===== config.mk =====
export PLATFORM = sky130hd
export DESIGN_NAME = systolic_pe_db
export DESIGN_NICKNAME = d
export VERILOG_FILES = /design/src/rtl/systolic_pe_db.sv
export SDC_FILE = /design/constraint.sdc
export NUM_CORES = 1
export LEC_CHECK = 0
export CORE_AREA = 2 2 186 188
export DETAILED_ROUTE_END_ITERATION = 16
export DIE_AREA = 0 0 188 190
export MAX_ROUTING_LAYER = met4
export PLACE_DENSITY = 0.78
export SYNTH_ARGS = -nofsm -noshare
export SYNTH_HDL_FRONTEND = slang
export SYNTH_SLANG_ARGS = --single-unit

===== constraint.sdc =====
create_clock -name clk -period 6.6 [get_ports clk]
set_input_delay 0.99 -clock clk [delete_from_list [all_inputs] [get_ports clk]]
set_output_delay 0.99 -clock clk [all_outputs]
set_load 0.01 [all_outputs]

===== src/rtl/systolic_pe_db.sv =====
// -----------------------------------------------------------------------------
// systolic_pe_db
//
// Weight-stationary systolic processing element with a double-buffered weight.
// A shadow weight register is loaded from the north neighbour while the
// active weight is used for computation. A swap command copies shadow into
// active. Activations and their valid bit flow west to east. Partial sums
// flow north to south. Weights shift one PE per cycle down the column.
//
// Every sample that is taken in produces
//   out_sum = in_sum + in_data * active_weight
// MUL_LATENCY enabled cycles later. out_data and valid_out are delayed by the
// same amount. The product is formed at 2*DATA_SIZE bits, sign- or zero-
// extended according to SIGNED, and then fitted to ACC_SIZE bits.
//
// Optional feature (macro SYSTOLIC_PE_SATURATE_EN):
//   When the macro is defined, the accumulate clamps to the representable
//   range instead of wrapping. The extra output sat_out flags clamped samples.
//   When the macro is undefined, the sum wraps mod 2^ACC_SIZE and sat_out is
//   absent.
//
// Parameters:
//   DATA_SIZE   activation/weight width
//   ACC_SIZE    partial-sum width (>= DATA_SIZE)
//   MUL_LATENCY sample-to-result latency in enabled cycles (1..8)
//   SIGNED      1 = two's-complement arithmetic, 0 = unsigned
//
// Ports:
//   clk          clock
//   reset        synchronous active-high reset, highest priority
//   enable_in    global advance; 0 freezes every register
//   valid_in     qualifies in_data/in_sum
//   in_data      activation from the west
//   in_sum       partial sum from the north
//   wt_in        weight from the north neighbour's wt_out
//   wt_ld_in     load wt_in into the shadow weight
//   wt_swap_in   copy shadow weight into active weight
//   enable_out   combinational copy of enable_in
//   valid_out    valid aligned with out_data/out_sum
//   sat_out      (saturating build only) clamp applied to this sample
//   out_data     activation to the east
//   out_sum      partial sum to the south
//   wt_out       shadow weight, to the south neighbour
//   wt_ld_out    wt_ld_in delayed one cycle
//   wt_swap_out  wt_swap_in delayed one cycle
// -----------------------------------------------------------------------------
module systolic_pe_db #(
  parameter int DATA_SIZE   = 16,
  parameter int ACC_SIZE    = 32,
  parameter int MUL_LATENCY = 3,
  parameter bit SIGNED      = 1'b1
) (
  input  logic                 clk,
  input  logic                 reset,
  input  logic                 enable_in,
  input  logic                 valid_in,
  input  logic [DATA_SIZE-1:0] in_data,
  input  logic [ACC_SIZE-1:0]  in_sum,
  input  logic [DATA_SIZE-1:0] wt_in,
  input  logic                 wt_ld_in,
  input  logic                 wt_swap_in,
  output logic                 enable_out,
  output logic                 valid_out,
`ifdef SYSTOLIC_PE_SATURATE_EN
  output logic                 sat_out,
`endif
  output logic [DATA_SIZE-1:0] out_data,
  output logic [ACC_SIZE-1:0]  out_sum,
  output logic [DATA_SIZE-1:0] wt_out,
  output logic                 wt_ld_out,
  output logic                 wt_swap_out
);

  // Full-precision product width, and the width needed to extend it to the
  // accumulator when the accumulator is the wider of the two.
  localparam int PROD_W = 2 * DATA_SIZE;
  localparam int EXT_W  = (PROD_W > ACC_SIZE) ? PROD_W : ACC_SIZE;

  // The result word carries the sum and, in the saturating build, the clamp
  // flag as its MSB so both travel down the pipeline together.
`ifdef SYSTOLIC_PE_SATURATE_EN
  localparam int RES_W = ACC_SIZE + 1;
`else
  localparam int RES_W = ACC_SIZE;
`endif

  // Pipeline payload: {valid, data, result}.
  localparam int PAY_W = 1 + DATA_SIZE + RES_W;

  // With latency 1 the MAC sits in front of the single result register.
  // With longer latency the operands are registered first (stage 0), the MAC
  // follows, and MUL_LATENCY-1 result registers complete the delay.
  localparam int NSTAGE = (MUL_LATENCY > 1) ? MUL_LATENCY - 1 : 1;

  // ---------------------------------------------------------------------------
  // Arithmetic helpers
  // ---------------------------------------------------------------------------

  // Product of two DATA_SIZE operands, extended per SIGNED to 2*DATA_SIZE,
  // then sign/zero extended or truncated to the accumulator width.
  function automatic logic [ACC_SIZE-1:0] acc_product(
    input logic [DATA_SIZE-1:0] a,
    input logic [DATA_SIZE-1:0] b
  );
    logic [PROD_W-1:0] xa;
    logic [PROD_W-1:0] xb;
    logic [PROD_W-1:0] p;
    logic [EXT_W-1:0]  ext;
    // Extending the operands to the product width first makes the low
    // PROD_W bits of an ordinary multiply equal to the signed product.
    xa = {PROD_W{SIGNED & a[DATA_SIZE-1]}};
    xa[DATA_SIZE-1:0] = a;
    xb = {PROD_W{SIGNED & b[DATA_SIZE-1]}};
    xb[DATA_SIZE-1:0] = b;
    p = xa * xb;
    ext = {EXT_W{SIGNED & p[PROD_W-1]}};
    ext[PROD_W-1:0] = p;
    return ext[ACC_SIZE-1:0];
  endfunction

  // Accumulate partial sum and product; clamps in the saturating build.
  function automatic logic [RES_W-1:0] accumulate(
    input logic [ACC_SIZE-1:0] s,
    input logic [ACC_SIZE-1:0] p
  );
`ifdef SYSTOLIC_PE_SATURATE_EN
    logic [ACC_SIZE:0]   raw;
    logic                ovf;
    logic [ACC_SIZE-1:0] clamp;
    raw = {1'b0, s} + {1'b0, p};
    if (SIGNED) begin
      // Signed overflow: operands share a sign that the result does not.
      ovf = (s[ACC_SIZE-1] == p[ACC_SIZE-1]) &&
            (raw[ACC_SIZE-1] != s[ACC_SIZE-1]);
      // Overflow direction follows the common operand sign.
      clamp = {ACC_SIZE{~s[ACC_SIZE-1]}};
      clamp[ACC_SIZE-1] = s[ACC_SIZE-1];
    end else begin
      // Unsigned overflow is the carry out of the adder.
      ovf = raw[ACC_SIZE];
      clamp = {ACC_SIZE{1'b1}};
    end
    if (ovf) begin
      return {1'b1, clamp};
    end else begin
      return {1'b0, raw[ACC_SIZE-1:0]};
    end
`else
    return s + p;
`endif
  endfunction

  // ---------------------------------------------------------------------------
  // Weight chain: shadow/active double buffer plus control forwarding
  // ---------------------------------------------------------------------------
  logic [DATA_SIZE-1:0] shadow_wt;
  logic [DATA_SIZE-1:0] active_wt;

  // Shadow/active weights and delayed load/swap strobes.
  always_ff @(posedge clk) begin
    if (reset) begin
      shadow_wt   <= {DATA_SIZE{1'b0}};
      active_wt   <= {DATA_SIZE{1'b0}};
      wt_ld_out   <= 1'b0;
      wt_swap_out <= 1'b0;
    end else if (enable_in) begin
      // Swap reads the pre-edge shadow, so a simultaneous load and swap
      // moves the old shadow into active and the new weight into shadow.
      if (wt_swap_in) begin
        active_wt <= shadow_wt;
      end
      if (wt_ld_in) begin
        shadow_wt <= wt_in;
      end
      wt_ld_out   <= wt_ld_in;
      wt_swap_out <= wt_swap_in;
    end
  end

  assign wt_out     = shadow_wt;
  assign enable_out = enable_in;

  // ---------------------------------------------------------------------------
  // Datapath
  // ---------------------------------------------------------------------------
  // MAC operand sources: either the raw inputs or the stage-0 registers.
  logic                 src_valid;
  logic [DATA_SIZE-1:0] src_data;
  logic [ACC_SIZE-1:0]  src_sum;
  logic [DATA_SIZE-1:0] src_wt;
  logic [RES_W-1:0]     mac_res;

  if (MUL_LATENCY == 1) begin : g_direct
    // The active weight is read before the edge, so a swap on this same
    // edge still leaves this sample with the old weight.
    assign src_valid = valid_in;
    assign src_data  = in_data;
    assign src_sum   = in_sum;
    assign src_wt    = active_wt;
  end else begin : g_opreg
    logic                 op_valid;
    logic [DATA_SIZE-1:0] op_data;
    logic [ACC_SIZE-1:0]  op_sum;
    logic [DATA_SIZE-1:0] op_wt;

    // Stage 0: capture the sample together with the weight it must use,
    // so later weight changes cannot affect it.
    always_ff @(posedge clk) begin
      if (reset) begin
        op_valid <= 1'b0;
        op_data  <= {DATA_SIZE{1'b0}};
        op_sum   <= {ACC_SIZE{1'b0}};
        op_wt    <= {DATA_SIZE{1'b0}};
      end else if (enable_in) begin
        op_valid <= valid_in;
        op_data  <= in_data;
        op_sum   <= in_sum;
        op_wt    <= active_wt;
      end
    end

    assign src_valid = op_valid;
    assign src_data  = op_data;
    assign src_sum   = op_sum;
    assign src_wt    = op_wt;
  end

  // Multiply-accumulate on the selected operands.
  always_comb begin
    mac_res = accumulate(src_sum, acc_product(src_data, src_wt));
  end

  logic [PAY_W-1:0] stage [NSTAGE];

  // Result delay line; invalid samples travel too so the output is always
  // a deterministic function of the inputs.
  always_ff @(posedge clk) begin
    if (reset) begin
      for (int i = 0; i < NSTAGE; i++) begin
        stage[i] <= {PAY_W{1'b0}};
      end
    end else if (enable_in) begin
      stage[0] <= {src_valid, src_data, mac_res};
      for (int i = 1; i < NSTAGE; i++) begin
        stage[i] <= stage[i-1];
      end
    end
  end

  // Outputs come straight from the last pipeline register.
  logic [PAY_W-1:0] tail;
  assign tail      = stage[NSTAGE-1];
  assign valid_out = tail[PAY_W-1];
  assign out_data  = tail[PAY_W-2 -: DATA_SIZE];
  assign out_sum   = tail[ACC_SIZE-1:0];
`ifdef SYSTOLIC_PE_SATURATE_EN
  assign sat_out   = tail[ACC_SIZE];
`endif

endmodule


* Yosys cells after proc, flatten, opt, wreduce, memory -nomap -nowiden
Memory sizes are Yosys's and may differ from the RTL's.
Index checks and enable logic that the tools add are counted.
** Storage, ports and cells
- Register bits :: 99
- Bits in latches :: 0
- RAM bits :: 98
- ROM bits :: 0
- Bits of input ports :: 70
- Word-level logic and storage cells :: 22
- Memories :: 1
** Memories
- stage :: words 2, bits a word 49, rd ports 2, clocked after Yosys merged registers in 0, write ports 2, RTL line 233 : logic [PAY_W-1:0] stage [NSTAGE];
** Cells by class
- $add $sub $neg :: 1
- Multipliers :: 1
- Divide/modulo/power cells :: 0
- Magnitude comparators :: 0
- Eq/ne operators :: 0
- Shift-type cells :: 0
- Muxes and demuxes :: 7
- Bitwise gates (word level) :: 2
- Reductions and logical operators :: 2
** Operators with widths (number)
- 2-to-1 mux 49 bit :: 2
- adder 32 bit :: 1
- multiplier 16 x 16 -> 32 bit :: 1
- 2-to-1 mux 1 bit :: 5
- AND reduction 2 bit :: 2
- OR 1 bit :: 2

* Longest topological paths before layout
Gate-level depths: netlist of the first run.
- Depth in word-level cells :: 4
- Depth in mapped cells :: 26

* Least setup slack after synthesis of the first run
No wires, ideal clock.
- Kind :: flip-flop to flip-flop
- From :: register g_opreg.op_data[15]
- To :: memory stage[0][27] in the netlist's numbering (data pin)
- Setup time :: 0.265 ns
- Arrival time :: 5.901 ns
- Data required time :: 6.335 ns
- Path slack :: 0.434 ns
- Cell stages (with the launch flop) :: 23
- Buffers on the path :: 2
- Cell sequence :: dfxtp_1 clkbuf_1 clkbuf_1 nand2_1 inv_1 fa_1 fa_1 inv_1 fa_1 inv_1 fa_1 fa_1 inv_1 fa_1 inv_1 ha_1 a211oi_2 nand2_1 or3_4 o21a_1 a21o_1 a2111oi_2 nor3_1
** RTL lines
- start, declared :: RTL line 202 : logic [DATA_SIZE-1:0] op_data;
- start signal, assigned :: RTL line 211 : op_data <= {DATA_SIZE{1'b0}};
- start signal, assigned :: RTL line 216 : op_data <= in_data;
- end, declared :: RTL line 233

==> results.tsv, run 1 <==
metric	value	unit
outcome	finished, final reports clean	
cts_buffers	17	
postCtsSetupRepairBufs	0	
syn_area	0.01826	mm2
drive_gt1_share	4.974	%
slew_headroom	27.83	%
setup_viol	0	
cp_slowest_stage_delay	0.78	ns
cp.required	6.80	ns
final-max-slew-violation-count	0	
cp_max_fo	14	
die_y	190	um
fmax	157.2	MHz
fill_cells	2793	
ys_seq_area_share	26.98	%
ir_drop	202.6	uV
period_share	96.37	%
crit_top_cell	fa_1	
synth_cell_types	53	
synth_top_area_share	32.02	%
fp-row-count	68	
crit_slowest_cell	dfxtp_1	
power.share.clock	38.4	%
crit_chain	buf_4 -> and2_1 -> fa_1 -> fa_1 -> ha_1 -> fa_1 -> fa_1 -> inv_1 -> fa_1 -> inv_1 -> ha_1 -> a21o_1 -> o311ai_1 -> nor3_1 -> nor2_1 -> o21ai_1 -> o311ai_1 -> mux2i_1	
syn-mean-instance-area	10.11	um2
start_util	53.78	%
layout.nets	2337	
yosysTopAreaCell	fa_1	
total_power	0.002857	W
min_period	6.361	ns
cp.arrival	6.56	ns
critPathTopFamily	adder cells	
routedWlPerCell	16.87	um
viasPerCell	5.110	
die_area	0.03572	mm2
seq_power_share	48.8	%
cts-root-buf	clkbuf_16	
antenna_cells	0	
cp-start-kind	flip-flop	
synth_fp_nets	2265	
drt_first_pass_iters	5	
gp_congestion	0.9305	
finalHoldViolCount	0	
grt_max_degree	100	
multi_input_area	0.01143	mm2
rsz0062_at_grt	no	
worstSetupPathType	reg2reg	
vias	11980	
routed_wl	39.56	mm
fin_util	60.32	%
p_per_area	139.5	mW/mm2
path_buf_inv	3	
coreArea	0.03395	mm2
yosysWarnings	0	
cts.path.max_buffers	2	
end_kind	flip-flop	
seq_area	0.004932	mm2
fin_setup_tns	0	ns
dp_hpwl	31.48	mm
sw_frac_of_total	27.46	%
clk_pin_slew	0.08	ns
io_pins	138	
min_path_type	reg2reg	
drtAntennaViolNets	0	
p_comb_share	12.8	%
port-buffer-count	137	
worst_pin_slew	1.083	ns
route.detailed.drc	0	
cts_tree	yes	
instances_no_fill	2345	
synth_top_cells_by_area	fa_1 32%, edfxtp_1 16%, dfxtp_1 11%	
cts_htree_levels	4	
gr-total-overflow	0	
finalInstanceArea	0.02048	mm2
drv_cap	0	
grtUsageTotal	24.49	%
die_x	188	um
antenna_found_initial	0	
switchingPower	0.0007845	W
fin_skew	0.01407	ns
grt_pass1_wl	66.57	mm
cts_sinks	197	
grt_pass1_vias	13140	
p_int	0.002072	W
dp_cells	2313	
synth-seq-cells	197	
leakage	9.912	nW
insertion_delay	0.46	ns
syn_to_final_growth	12.16	%
drt_iter0_drc	807	
dpl_cell_area	0.01984	mm2
syn-instance-count	1805	
==> flip-flops by register name (all words and copies together) (netlist names) <==
register / flops
stage: 98
g_opreg.op_sum: 32
active_wt: 16
g_opreg.op_data: 16
g_opreg.op_wt: 16
wt_out: 16
g_opreg.op_valid: 1
wt_ld_out: 1
wt_swap_out: 1
==> area by class of cell <==
type                            instances  area share [%]
Multi-Input combinational cell       1148           55.83
Inverter                              339           6.233
Clock buffer                           17           2.078
Clock inverter                         15          0.9655
Timing Repair Buffer                  174           8.029
Sequential cell                       197           24.09
Tap cell                              455           2.780
==> path summary, 6_finish.rpt <==
kind                                                      start                          to  slack, ns  cells after the start
worst max-delay path            g_opreg.op_data[4]$_SDFFE_PP0P_  stage[0][24]$_SDFFCE_PN0P_       0.24                     18
worst min-delay path                  active_wt[2]$_SDFFE_PP0P_   active_wt[2]$_SDFFE_PP0P_       0.46                      2
worst max register to register  g_opreg.op_data[4]$_SDFFE_PP0P_  stage[0][24]$_SDFFCE_PN0P_       0.24                     18
worst min register to register        active_wt[2]$_SDFFE_PP0P_   active_wt[2]$_SDFFE_PP0P_       0.46                      2
==> placed cells by master (no fill, tap or decap), types with 9 or more instances in the layout <==
| cell type | instances |
|---|---|
| a21o_1 | 15 |
| a21oi_1 | 50 |
| and2_1 | 193 |
| buf_4 | 39 |
| clkbuf_16 | 17 |
| clkdlybuf4s50_1 | 135 |
| dfxtp_1 | 93 |
| edfxtp_1 | 98 |
| fa_1 | 291 |
| ha_1 | 98 |
| inv_1 | 337 |
| mux2i_1 | 68 |
| nand2_1 | 197 |
| nand2b_1 | 10 |
| nor2_1 | 106 |
| nor3_1 | 9 |
| o21ai_0 | 9 |
| xnor2_1 | 25 |
==> per-stage QoR <==
stage | setup WS [ns] | hold slack, ns
floorplan | 0.4340 | 0.4360
global placement | 0.3674 | 0.4457
detailed placement | 0.2572 | 0.4508
CTS | 0.2312 | 0.4687
global route | 0.01471 | 0.4893
finish | 0.2394 | 0.4648
==> kinds of logic after synthesis <==
kind of cell | Yosys count | share of synthesized area [%]
mux | 68 | 3.728
flops | 197 | 26.98
buf+inv | 460 | 10.48
compound gates | 111 | 3.934
fa+ha+maj | 390 | 38.74
simple gates | 546 | 14.52
xor+xnor | 33 | 1.624
==> power by group through the flow <==
stage / clock network [W] / logic (W) / registers (W)
floorplan: 0 / 0.000239 / 0.00140
global placement: 0 / 0.000356 / 0.00142
detailed placement: 0 / 0.000366 / 0.00142
CTS: 0.00112 / 0.000369 / 0.00139
global route: 0.00118 / 0.000407 / 0.00140
finish: 0.00110 / 0.000366 / 0.00139
==> worst reg2reg max path, cell delays in order, from the launching register on <==
cell      delay (ns)
dfxtp_1         0.78
buf_4           0.26
and2_1          0.14
fa_1            0.46
fa_1            0.44
ha_1            0.22
fa_1            0.51
fa_1            0.56
inv_1           0.05
fa_1            0.47
inv_1           0.04
ha_1            0.35
a21o_1          0.21
o311ai_1        0.49
nor3_1          0.19
nor2_1          0.26
o21ai_1         0.16
o311ai_1        0.36
mux2i_1         0.13
==> per-layer routing <==
layer / wire length (um) / global-route usage [%] / vias up / share of wire, %
met4: 858 / 6.935 / 0 / 2.2
li1: - / - / 5588 / -
met5: 0 / - / - / 0
met3: 3218 / 5.091 / 56 / 8.1
met2: 18190 / 38.33 / 417 / 46
met1: 17300 / 32.57 / 5923 / 44
==> cell usage after synthesis (all sizes together) <==
master,n
inv,339
fa,292
nand2,197
and2,193
nor2,106
dfxtp,99
edfxtp,98
ha,98
clkbuf,68
mux2i,68
buf,53
a21oi,52
xnor2,26
a21o,15
o21ai,13
nand2b,10
nor3,9
nand3,7
xor2,7
nand4,5
nor2b,5
o21bai,5
a211oi,4
a31oi,4
o211ai,4
o21a,4
or3,4
or2,3
a2111oi,2
o311ai,2
o31ai,2
or4,2
a31o,1
and3,1
nand4b,1
nor3b,1
nor4,1
o2111ai,1
o22a,1
o31a,1
or2b,1
==> timing repair <==
item	4_1_cts	5_1_grt
hold buffers	0	0
endpoints found under the setup margin	0	5
resized for setup	0	9
No activity file was read; power rests on OpenSTA's default activity.
==> inputs of run 2 (changes only) <==
- CELL_PAD_IN_SITES_DETAIL_PLACEMENT: not set -> 2
- CELL_PAD_IN_SITES_GLOBAL_PLACEMENT: not set -> 2
- CORE_AREA: 2 2 186 188 -> 2 2 229 231
- DIE_AREA: 0 0 188 190 -> 0 0 231 233
- PLACE_DENSITY: 0.78 -> not set
- PLACE_DENSITY_LB_ADDON: not set -> 0.1
==> run 2 against run 1 <==
Die area increased by 51%. Global-route usage fell by 4.4 points. Core utilization down 20 points. Critical endpoint is now stage[0][30]$_SDFFCE_PN0P_. Largest power group unchanged. Wire length rose by 24%. Highest routed layer unchanged. Register-to-register slack better by 0.12 ns. First-iteration DRC count down 46%. Power grew 0.89%. Via count is 0.55% higher. Fmax increased by 2.0%.
==> results.tsv, run 2 (synthesis gave the netlist of run 1 again) <==
metric	value	unit
min_path_type	reg2reg	
fp-row-count	83	
fmax	160.4	MHz
cts_sinks	197	
grtUsageTotal	20.13	%
finalHoldViolCount	0	
hold_ws	0.4622	ns
min_from	active_wt[15]$_SDFFE_PP0P_	
grt_max_degree	82	
leakage	9.972	nW
worstSetupPathType	reg2reg	
coreArea	0.05109	mm2
r2r_cells	17	
dp_hpwl	40.07	mm
grt_pass1_vias	14140	
cp.required	6.84	ns
reg2reg_from	g_opreg.op_wt[10]$_SDFFE_PP0P_	
final-max-slew-violation-count	0	
gr-total-overflow	0	
final_cell_mix	337 x inv_1, 291 x fa_1, 197 x nand2_1	
routedWlPerCell	19.03	um
die_x	231	um
insertion_delay	0.50	ns
cts.path.max_buffers	2	
end_kind	flip-flop	
largest_reg_flops	98	
drt_iter0_drc	436	
ctsResizeCount	0	
slew_headroom	35.95	%
min_period	6.236	ns
io_pins	138	
fin_skew	0.01681	ns
antenna_found_initial	0	
fin_setup_tns	0	ns
routed_wl	49.11	mm
die_area	0.05382	mm2
cts-root-buf	clkbuf_16	
hold_depth	2	
cts_tree	yes	
drive_gt1_share	5.579	%
layout_commonest_cell	inv_1	
worst_pin_slew	0.9607	ns
grt_pass1_wl	79.66	mm
gp_congestion	0.8056	
largest-register	stage	
setup_viol	0	
period_share	94.49	%
viasPerCell	4.669	
cp-start-kind	flip-flop	
vias	12050	
drt_first_pass_iters	4	
reg.largest.list	stage x98, g_opreg.op_sum x32	
cp.arrival	6.47	ns
ir_drop	142.1	uV
rsz0062_at_grt	no	
clk_pin_slew	0.08	ns
p_per_area	138.4	mW/mm2
cts_buffers	17	
cp-startpoint	g_opreg.op_wt[10]$_SDFFE_PP0P_	
drtAntennaViolNets	0	
cts_htree_levels	4	
postCtsSetupRepairBufs	0	
cp_max_fo	11	
syn_to_final_growth	14.10	%
outcome	finished, final reports clean	
die_y	233	um
holdBufCountCts	0	
route.detailed.drc	0	
start_util	35.73	%
drv_cap	0	
layout.nets	2348	
port-buffer-count	137	
[run 2: changes by cell type in the layout (fill, tap and decap cells not counted)]
cell | before | now
dfxtp_1 | 93 | 91
dfxtp_2 | 6 | 8
inv_2 | 1 | 2
inv_12 | 1 | 0
diode_2 | 0 | 1
clkinv_4 | 1 | 0
clkinv_8 | 4 | 2
inv_8 | 3 | 4
buf_4 | 39 | 49
bufinv_16 | 1 | 0
clkinv_2 | 0 | 1
inv_6 | 5 | 4
buf_12 | 0 | 1
clkbuf_16 | 17 | 19
[run 2: layout make-up]
type	instances	area, um2
Sequential cell	197	4935
Antenna cell	1	2.502
Fill cell	5452	30260
Clock buffer	19	475.5
Clock inverter	12	125.1
Inverter	339	1272
Multi-Input combinational cell	1148	11430
Timing Repair Buffer	185	1739
Tap cell	680	850.8
[run 2: worst paths after layout]
check,endpoint,slack (ns)
setup / recovery,stage[0][30]$_SDFFCE_PN0P_,0.36
hold / removal,active_wt[15]$_SDFFE_PP0P_,0.46
setup reg to reg,stage[0][30]$_SDFFCE_PN0P_,0.36
hold reg to reg,active_wt[15]$_SDFFE_PP0P_,0.46
[run 2: per-stage QoR]
| stage | setup slack, ns | util, % | std cells | total power (W) | instance area [um2] |
|---|---|---|---|---|---|
| floorplan | 0.4340 | - | 1805 | 0.001637 | 18260 |
| global placement | 0.3321 | 39.57 | 2549 | 0.001803 | 20220 |
| detailed placement | 0.1273 | 39.57 | 2549 | 0.001818 | 20220 |
| CTS | 0.1086 | 40.74 | 2580 | 0.002940 | 20820 |
| global route | 0.009531 | 40.77 | 2580 | 0.003022 | 20830 |
| finish | 0.3637 | 40.77 | 2581 | 0.002882 | 20830 |
[run 2: report_power, final]
part | total [W] | internal (W) | switching [W]
Clock | 0.00110 | 0.000545 | 0.000557
Sequential | 0.00139 | 0.00135 | 0.0000409
Combinational | 0.000393 | 0.000180 | 0.000213
Total | 0.00288 | 0.00207 | 0.000811
[run 2: worst max-delay path, cell delays in order, from the launching register on]
cell	delay (ns)
dfxtp_1	0.69
buf_4	0.23
and2_1	0.24
fa_1	0.53
inv_1	0.15
fa_1	0.44
fa_1	0.51
inv_1	0.05
fa_1	0.50
inv_1	0.05
fa_1	0.45
fa_1	0.60
inv_1	0.07
ha_1	0.34
a2111oi_0	0.65
a31oi_1	0.24
xnor2_1	0.19
nor2_1	0.05
[run 2: layer usage]
| layer | vias up | track usage [%] | wire length, um |
|---|---|---|---|
| met1 | 6258 | 26.53 | 23320 |
| li1 | 5616 | - | - |
| met3 | 29 | 2.770 | 1547 |
| met2 | 147 | 32.91 | 23610 |
| met5 | - | - | 0 |
| met4 | 0 | 4.798 | 627 |
